===== config.mk =====
export PLATFORM = sky130hd
export DESIGN_NAME = regbank_wb_arbiter
export DESIGN_NICKNAME = d
export VERILOG_FILES = /design/src/rtl/regbank_wb_arbiter.sv
export SDC_FILE = /design/constraint.sdc
export NUM_CORES = 1
export LEC_CHECK = 0
export BUFFER_PORTS_ARGS = -buffer_cell sky130_fd_sc_hd__buf_2
export CORE_MARGIN = 1.5
export CORE_UTILIZATION = 40
export DETAILED_ROUTE_END_ITERATION = 8
export PLACE_DENSITY = 0.76
export SLEW_MARGIN = 20
export SYNTH_ARGS = -nofsm -noshare
export SYNTH_HDL_FRONTEND = slang
export SYNTH_SLANG_ARGS = --single-unit

===== constraint.sdc =====
create_clock -name clk -period 1.5 [get_ports clk]
set_clock_uncertainty 0.1 [all_clocks]
set_input_delay 0.3 -clock clk [delete_from_list [all_inputs] [get_ports clk]]
set_output_delay 0.3 -clock clk [all_outputs]
set_load 0.01 [all_outputs]

===== src/rtl/regbank_wb_arbiter.sv =====
// Two-port writeback arbiter for a 16x32 register bank: registered grant, round-robin on contention.
// Optional read-address bypass ports are enabled with the WB_BYPASS_EN macro.
module regbank_wb_arbiter (
  input  logic        clk,
  input  logic        rst,
  input  logic        hold,
  input  logic        req0,
  input  logic [3:0]  wc0,
  input  logic [31:0] wd0,
  output logic        ack0,
  input  logic        req1,
  input  logic [3:0]  wc1,
  input  logic [31:0] wd1,
  output logic        ack1,
`ifdef WB_BYPASS_EN
  input  logic [3:0]  RA,
  input  logic [3:0]  RB,
  output logic        byp_a,
  output logic        byp_b,
  output logic [31:0] byp_data,
`endif
  output logic [3:0]  WC,
  output logic [31:0] WPC,
  output logic        W_RB
);

  typedef enum logic {
    IDLE  = 1'b0,
    WRITE = 1'b1
  } state_t;

  state_t      state_q, state_d;
  logic        prio_q,  prio_d;   // 0: port 0 wins a tie, 1: port 1 wins
  logic [3:0]  wc_q,    wc_d;
  logic [31:0] wpc_q,   wpc_d;
  logic        ack0_q,  ack0_d;
  logic        ack1_q,  ack1_d;

  logic grant0, grant1, contend;

  always_comb begin
    contend = req0 && req1;
    grant0  = !hold && req0 && (!req1 || !prio_q);
    grant1  = !hold && req1 && (!req0 ||  prio_q);
  end

  // NOTE: every next-state signal gets a default before any branch, so no
  // path through this block leaves a variable unassigned and no latch is inferred.
  always_comb begin
    state_d = IDLE;
    prio_d  = prio_q;
    wc_d    = wc_q;
    wpc_d   = wpc_q;
    ack0_d  = 1'b0;
    ack1_d  = 1'b0;

    unique case (state_q)
      IDLE, WRITE: begin
        if (grant0) begin
          state_d = WRITE;
          wc_d    = wc0;
          wpc_d   = wd0;
          ack0_d  = 1'b1;
        end else if (grant1) begin
          state_d = WRITE;
          wc_d    = wc1;
          wpc_d   = wd1;
          ack1_d  = 1'b1;
        end
        // Hand the tie-break to the loser only after a contended grant.
        if (contend && (grant0 || grant1)) begin
          prio_d = grant0;
        end
      end
      default: state_d = IDLE;
    endcase
  end

  // NOTE: sequential state uses non-blocking assignments so every flop samples
  // the pre-edge values regardless of process evaluation order.
  always_ff @(posedge clk or posedge rst) begin
    if (rst) begin
      state_q <= IDLE;
      prio_q  <= 1'b0;
      wc_q    <= 4'h0;
      wpc_q   <= 32'h0;
      ack0_q  <= 1'b0;
      ack1_q  <= 1'b0;
    end else begin
      state_q <= state_d;
      prio_q  <= prio_d;
      wc_q    <= wc_d;
      wpc_q   <= wpc_d;
      ack0_q  <= ack0_d;
      ack1_q  <= ack1_d;
    end
  end

  assign W_RB = (state_q == WRITE);
  assign WC   = wc_q;
  assign WPC  = wpc_q;
  assign ack0 = ack0_q;
  assign ack1 = ack1_q;

`ifdef WB_BYPASS_EN
  // Forward the in-flight write to read consumers addressing the same register.
  assign byp_a    = W_RB && (RA == wc_q);
  assign byp_b    = W_RB && (RB == wc_q);
  assign byp_data = wpc_q;
`endif

endmodule


==> flow_metrics.env, run 1 <==
export IMPL_wire_per_inst_microns=13.9
export IMPL_path_clk_slew_ps=70
export IMPL_netlist_instances=217
export IMPL_antenna_found_initial=0
export IMPL_synth_area_leaders="dfrtp_1 (49%), or3b_1 (15%), a31oi_1 (11%), nor2_1 (6.7%), o21ai_1 (6.1%)"
export IMPL_nets=404
export IMPL_hold_violations=0
export IMPL_holdWs_ps=181
export IMPL_num_vias=2004
export IMPL_synth_top_area_share_pct=48.5
export IMPL_dieArea_sq_mm=0.00560
export IMPL_slowest_stage="dfrtp_2"
export IMPL_diodes=0
export IMPL_fin_crit_ps=1440
export IMPL_crit_fanout=18
export IMPL_drt_antenna_violating_nets=0
export IMPL_clk_latency_ps=280
export IMPL_critPathArrivalTime_ps=1540
export IMPL_final_cell_area_sq_mm=0.00282
export IMPL_root_buffer="clkbuf_8"
export IMPL_drv_cap=0
export IMPL_rrSetupSlack_ps=60
export IMPL_yosysWarnings=0
export IMPL_path_class="register to register"
export IMPL_initial_utilization_pct=42.6
export IMPL_fmax_ghz=0.694
export IMPL_syn_nets=294
export IMPL_min_path_type="input port to register"
export IMPL_grt_overflow=0
export IMPL_cp_end_kind="register"
export IMPL_dpl_hpwl_mm=3.39
export IMPL_core_area_sq_mm=0.00485
export IMPL_yosys_area_top_type="dfrtp_1"
export IMPL_cts_made_buffers=5
export IMPL_ys_seq_area_share_pct=48.5
export IMPL_setup_viol=0
export IMPL_nFillCells=448
export IMPL_tns_ps=0
export IMPL_cp_slowest_stage_delay_ps=450
export IMPL_run_status="finished, final reports clean"
export IMPL_drc=0
export IMPL_worstMarginPinSlew_ps=415
export IMPL_num_rows=25
export IMPL_fin_crit_sh_pct=96.0
export IMPL_viasPerCell=5.09
export IMPL_htreeDepth=2
export IMPL_track_usage_pct=19.1
export IMPL_grt_pass1_vias=1788
export IMPL_drtIter0Drc=76
export IMPL_die_height_microns=74.8
export IMPL_maxSlewHeadroom_pct=72.3
export IMPL_crit_required_ps=1600
export IMPL_vdd_ir_drop_worst_mv=0.757
export IMPL_placed_area_sq_mm=0.00271
export IMPL_place_congestion=0.724
export IMPL_port_buffers=115
export IMPL_die_width_microns=74.8
export IMPL_multi_input_area_sq_um=945
export IMPL_final_layout_size_suffix_gt1_share_pct=41.9
export IMPL_area_growth_syn_to_layout_pct=36.7
export IMPL_cts_tree="built"
export IMPL_p_leak_uw=0.00128
export IMPL_ctsLongestPathBuffers=2
export IMPL_rsz0062_at_grt="no"
export IMPL_ys_ff_latch=40
export IMPL_drv_slew=0
export IMPL_power_per_cell_area_mw_per_mm2=1070
export IMPL_wirelength_mm=5.49
export IMPL_grt_max_degree=42
export IMPL_worstPathCellList="and2_4 > or3b_1 > a31oi_1"
export IMPL_seqCellArea_sq_mm=0.00100
export IMPL_grt_pass1_wl_mm=8.12
export IMPL_syn_area_per_cell_sq_um=9.51
export IMPL_clock_sinks=40
export IMPL_netlist_area_sq_mm=0.00206
export IMPL_dr_pass1_iters=4
export IMPL_ios=116
export IMPL_ys_types=18
export IMPL_cp_start_kind="register"
placed cells by master (no fill, tap or decap):
cell type	instances
nor3b_1	1
buf_12	5
nor2_1	37
and2b_1	1
o21ba_2	1
o21ai_1	25
a31oi_1	36
inv_2	1
dfrtp_1	39
nand3b_1	1
clkinv_2	1
buf_4	3
clkbuf_1	1
clkbuf_8	5
o21ai_0	11
xnor2_1	1
nand2b_2	1
dlygate4sd3_1	1
and2_4	4
buf_2	115
dfrtp_2	1
or3b_1	36
metrics by stage:
stage	worst slack [ps]	total power [uW]	instances	utilization, %
5_1_grt	1.61	3220	394	58.2
6_report	59.4	3010	394	58.2
3_3_place_gp	-15.0	2250	383	55.8
2_1_floorplan	35.8	1960	217	-
4_1_cts	21.5	2990	392	57.8
3_5_place_dp	-48.0	2280	383	55.8
routing by layer:
layer,vias to the layer above,GRT usage [%],routed length [microns]
met1,915,22.8,2520
met3,8,6.29,387
met4,0,5.45,73
met5,-,0,0
met2,73,32.7,2500
li1,1008,-,-
area by class of cell:
type	count	area share (%)
sequential	40	35.5
multi-input combinational	155	33.5
timing repair buffer	124	25.1
tap	67	2.97
clock buffer	6	2.57
clock inverter	1	0.177
inverter	1	0.133
logic make-up (layout without fill, tap and decap cells):
kind of cell    count (synthesis)  in the layout  share of synthesized area [%]
simple gates                   78             81                           23.8
buf+inv                        25            132                           7.10
flops                          40             40                           48.5
compound gates                 73             73                           20.1
xor+xnor                        1              1                          0.425
power breakdown:
group,internal (uW),total (uW),switching [uW]
registers,1260,1360,107
clock network,316,659,343
logic,435,990,555
final timing paths:
path,startpoint,endpoint,depth (start not counted)
max,prio_q,WPC[10],3
min,wd1[4],WPC[4],3
max reg2reg,prio_q,WPC[10],3
min reg2reg,WPC[29],WPC[29],2
max in group asynchronous,rst,prio_q,4
min in group asynchronous,rst,WPC[17],3
timing repair:
| action | 4_1_cts | 5_1_grt |
|---|---|---|
| setup endpoints to repair | 30 | 21 |
| buffers inserted | 0 | 0 |
| pin swaps | 1 | 1 |
| hold buffers | 1 | 0 |
| gates resized for setup | 1 | 3 |
| gates cloned | 1 | 2 |
| endpoints found under the hold margin | 16 | 0 |
critical path: cells and delay by family (launching register included):
kind	cells	cell delay, ps
and+or+nand+nor	2	630
DFF	1	450
AOI/OAI and AO/OA	1	180
sequential cells by signal, summed over array words and instances (netlist names):
name and cells:
WC 4, WPC 32, W_RB 1, ack0 1, ack1 1, prio_q 1
cells in the mapped netlist (all sizes together):
cell / n
nand2b: 1
a31oi: 36
o21ai: 36
and2b: 1
nor3b: 1
and2: 1
clkbuf: 10
nand3b: 1
dfrtp: 40
o21ba: 1
nor2: 37
or3b: 36
xnor2: 1
buf: 14
inv: 1
Note: power is estimated with default switching activity, not from simulation.
==> run 2, diff against run 1 <==
PLACE_DENSITY = 0.84   (was 0.76)
==> run 2 against run 1 <==
Against the previous run:
- sequential power about the same
- core utilization grew 0.95 points
- worst setup slack worse by 4.3 ps
- wire length decreased by 1.3%
- first-iteration DRC count up 41%
- critical path depth unchanged
- die area is the same
- maximum frequency decreased by 0.29%
- non-clock buffer count stayed put
- combinational power shrank 2%
- critical path type unchanged
- critical endpoint is now WC[3]
- largest cell class unchanged
- largest power group unchanged
==> flow_metrics.env, run 2 (synthesis gave the netlist of run 1 again) <==
export IMPL_crit_required_ps=1610
export IMPL_rsz0062_at_grt="yes"
export IMPL_drv_slew=0
export IMPL_min_path_type="input port to register"
export IMPL_total_power_uw=3220
export IMPL_root_buffer="clkbuf_8"
export IMPL_ctsLongestPathBuffers=2
export IMPL_fin_crit_ps=1440
export IMPL_grt_max_degree=41
export IMPL_power_per_cell_area_mw_per_mm2=1120
export IMPL_largest_register_ffs=32
export IMPL_worstMarginPinSlew_ps=383
export IMPL_hold_violations=0
export IMPL_die_width_microns=74.8
export IMPL_die_height_microns=74.8
export IMPL_cp_end_kind="register"
export IMPL_maxSlewHeadroom_pct=74.4
export IMPL_grt_pass1_vias=1849
export IMPL_clock_sinks=40
export IMPL_fin_crit_sh_pct=96.3
export IMPL_nFillCells=438
export IMPL_wirelength_mm=5.41
export IMPL_final_cell_mix="buf_2 (115), dfrtp_1 (39), nor2_1 (37), or3b_1 (36), a31oi_1 (34)"
export IMPL_p_int_uw=2190
export IMPL_cts_setup_buffers=0
export IMPL_clk_latency_ps=290
export IMPL_nets=404
export IMPL_port_buffers=115
export IMPL_antenna_found_initial=0
export IMPL_critPathArrivalTime_ps=1550
export IMPL_htreeDepth=2
export IMPL_drtIter0Drc=107
export IMPL_dieArea_sq_mm=0.00560
export IMPL_pwr_share_comb_pct=30.3
export IMPL_area_growth_syn_to_layout_pct=38.9
export IMPL_slowest_stage="dfrtp_2"
export IMPL_vdd_ir_drop_worst_mv=0.642
export IMPL_final_layout_size_suffix_gt1_share_pct=42.7
export IMPL_setup_viol=0
export IMPL_place_congestion=0.761
export IMPL_p_sw_uw=1030
export IMPL_drt_antenna_violating_nets=0
export IMPL_dr_pass1_iters=4
export IMPL_ios=116
export IMPL_p_leak_uw=0.00130
export IMPL_core_area_sq_mm=0.00485
export IMPL_track_usage_pct=19.9
export IMPL_wire_per_inst_microns=13.7
export IMPL_drv_cap=0
export IMPL_diodes=0
export IMPL_cts_made_buffers=5
export IMPL_cp_start_kind="register"
export IMPL_clkPwrFrac_pct=27.3
export IMPL_dpl_hpwl_mm=3.43
export IMPL_final_util_pct=59.1
export IMPL_p_sw_share_pct=32.0
export IMPL_fmax_ghz=0.692
export IMPL_critPathTopFamily="simple AND/OR/NAND/NOR gates"
export IMPL_num_rows=25
export IMPL_worstPathCellList="and2_4 > or3b_1 > a31oi_2"
export IMPL_seqPwrFrac_pct=42.4
export IMPL_crit_fanout=10
export IMPL_cts_tree="built"
export IMPL_run_status="finished, final reports clean"
export IMPL_drc=0
export IMPL_path_class="register to register"
export IMPL_grt_pass1_wl_mm=8.43
export IMPL_cp_slowest_stage_delay_ps=450
export IMPL_mostFrequentLayoutCell="buf_2"
export IMPL_holdWs_ps=169
export IMPL_initial_utilization_pct=42.6
export IMPL_critPathBufInv=0
export IMPL_viasPerCell=5.01
export IMPL_path_clk_slew_ps=80
export IMPL_grt_overflow=0
export IMPL_num_vias=1980
[run 2: metrics by stage]
| step | instances | cell area, sq um | TNS, ps | setup WS [ps] |
|---|---|---|---|---|
| after floorplan | 217 | 2060 | 0 | 35.8 |
| after CTS | 394 | 2850 | 0 | 25.7 |
| after global routing | 395 | 2870 | -12.7 | -12.7 |
| after global placement | 383 | 2710 | 0 | 1.58 |
| after detailed placement | 383 | 2710 | -620 | -57.9 |
| final | 395 | 2870 | 0 | 55.1 |
[run 2: power groups by stage]
stage / Clock (uW) / Combinational, uW / Sequential (uW)
2_1_floorplan: 0 / 519 / 1440
3_3_place_gp: 0 / 883 / 1350
3_5_place_dp: 0 / 904 / 1370
4_1_cts: 903 / 972 / 1360
5_1_grt: 956 / 1090 / 1390
6_report: 877 / 975 / 1360
[run 2: cell type report]
type                       count  area (sq um)  share of cell area (%)
inverter                       1          3.75                   0.131
sequential                    40          1000                    35.0
clock inverter                 3          42.5                    1.48
clock buffer                   5          68.8                    2.40
multi-input combinational    155           957                    33.4
timing repair buffer         124           708                    24.7
tap                           67          83.8                    2.92
[run 2: final timing paths]
kind                       depth (start not counted)       to     from  slack (ps)
min in group asynchronous                          4  WPC[21]      rst         480
setup reg to reg                                   3    WC[3]   prio_q          60
max in group asynchronous                          4   prio_q      rst         620
hold reg to reg                                    2  WPC[30]  WPC[30]         450
hold / removal                                     3     ack1     hold         170
setup / recovery                                   3    WC[3]   prio_q          60
[run 2: worst register-to-register path, stage by stage, from the launching register on]
cell and delay [ps]:
dfrtp_2 450, and2_4 210, or3b_1 390, a31oi_2 200
[run 2: layer usage]
metal | GRT usage, % | vias to the layer above | routed length, microns
li1 | - | 1006 | -
met5 | 0 | - | 0
met1 | 24.7 | 895 | 2400
met4 | 5.66 | 0 | 55
met2 | 34.5 | 74 | 2640
met3 | 4.95 | 5 | 310
[run 2: repair_timing]
| action | CTS | global route |
|---|---|---|
| hold endpoints to repair | 40 | 0 |
| setup endpoints to repair | 21 | 5 |
| hold buffers | 1 | 0 |
| cloned | 2 | 1 |
| pin swaps | 1 | 4 |
| resized for setup | 3 | 3 |
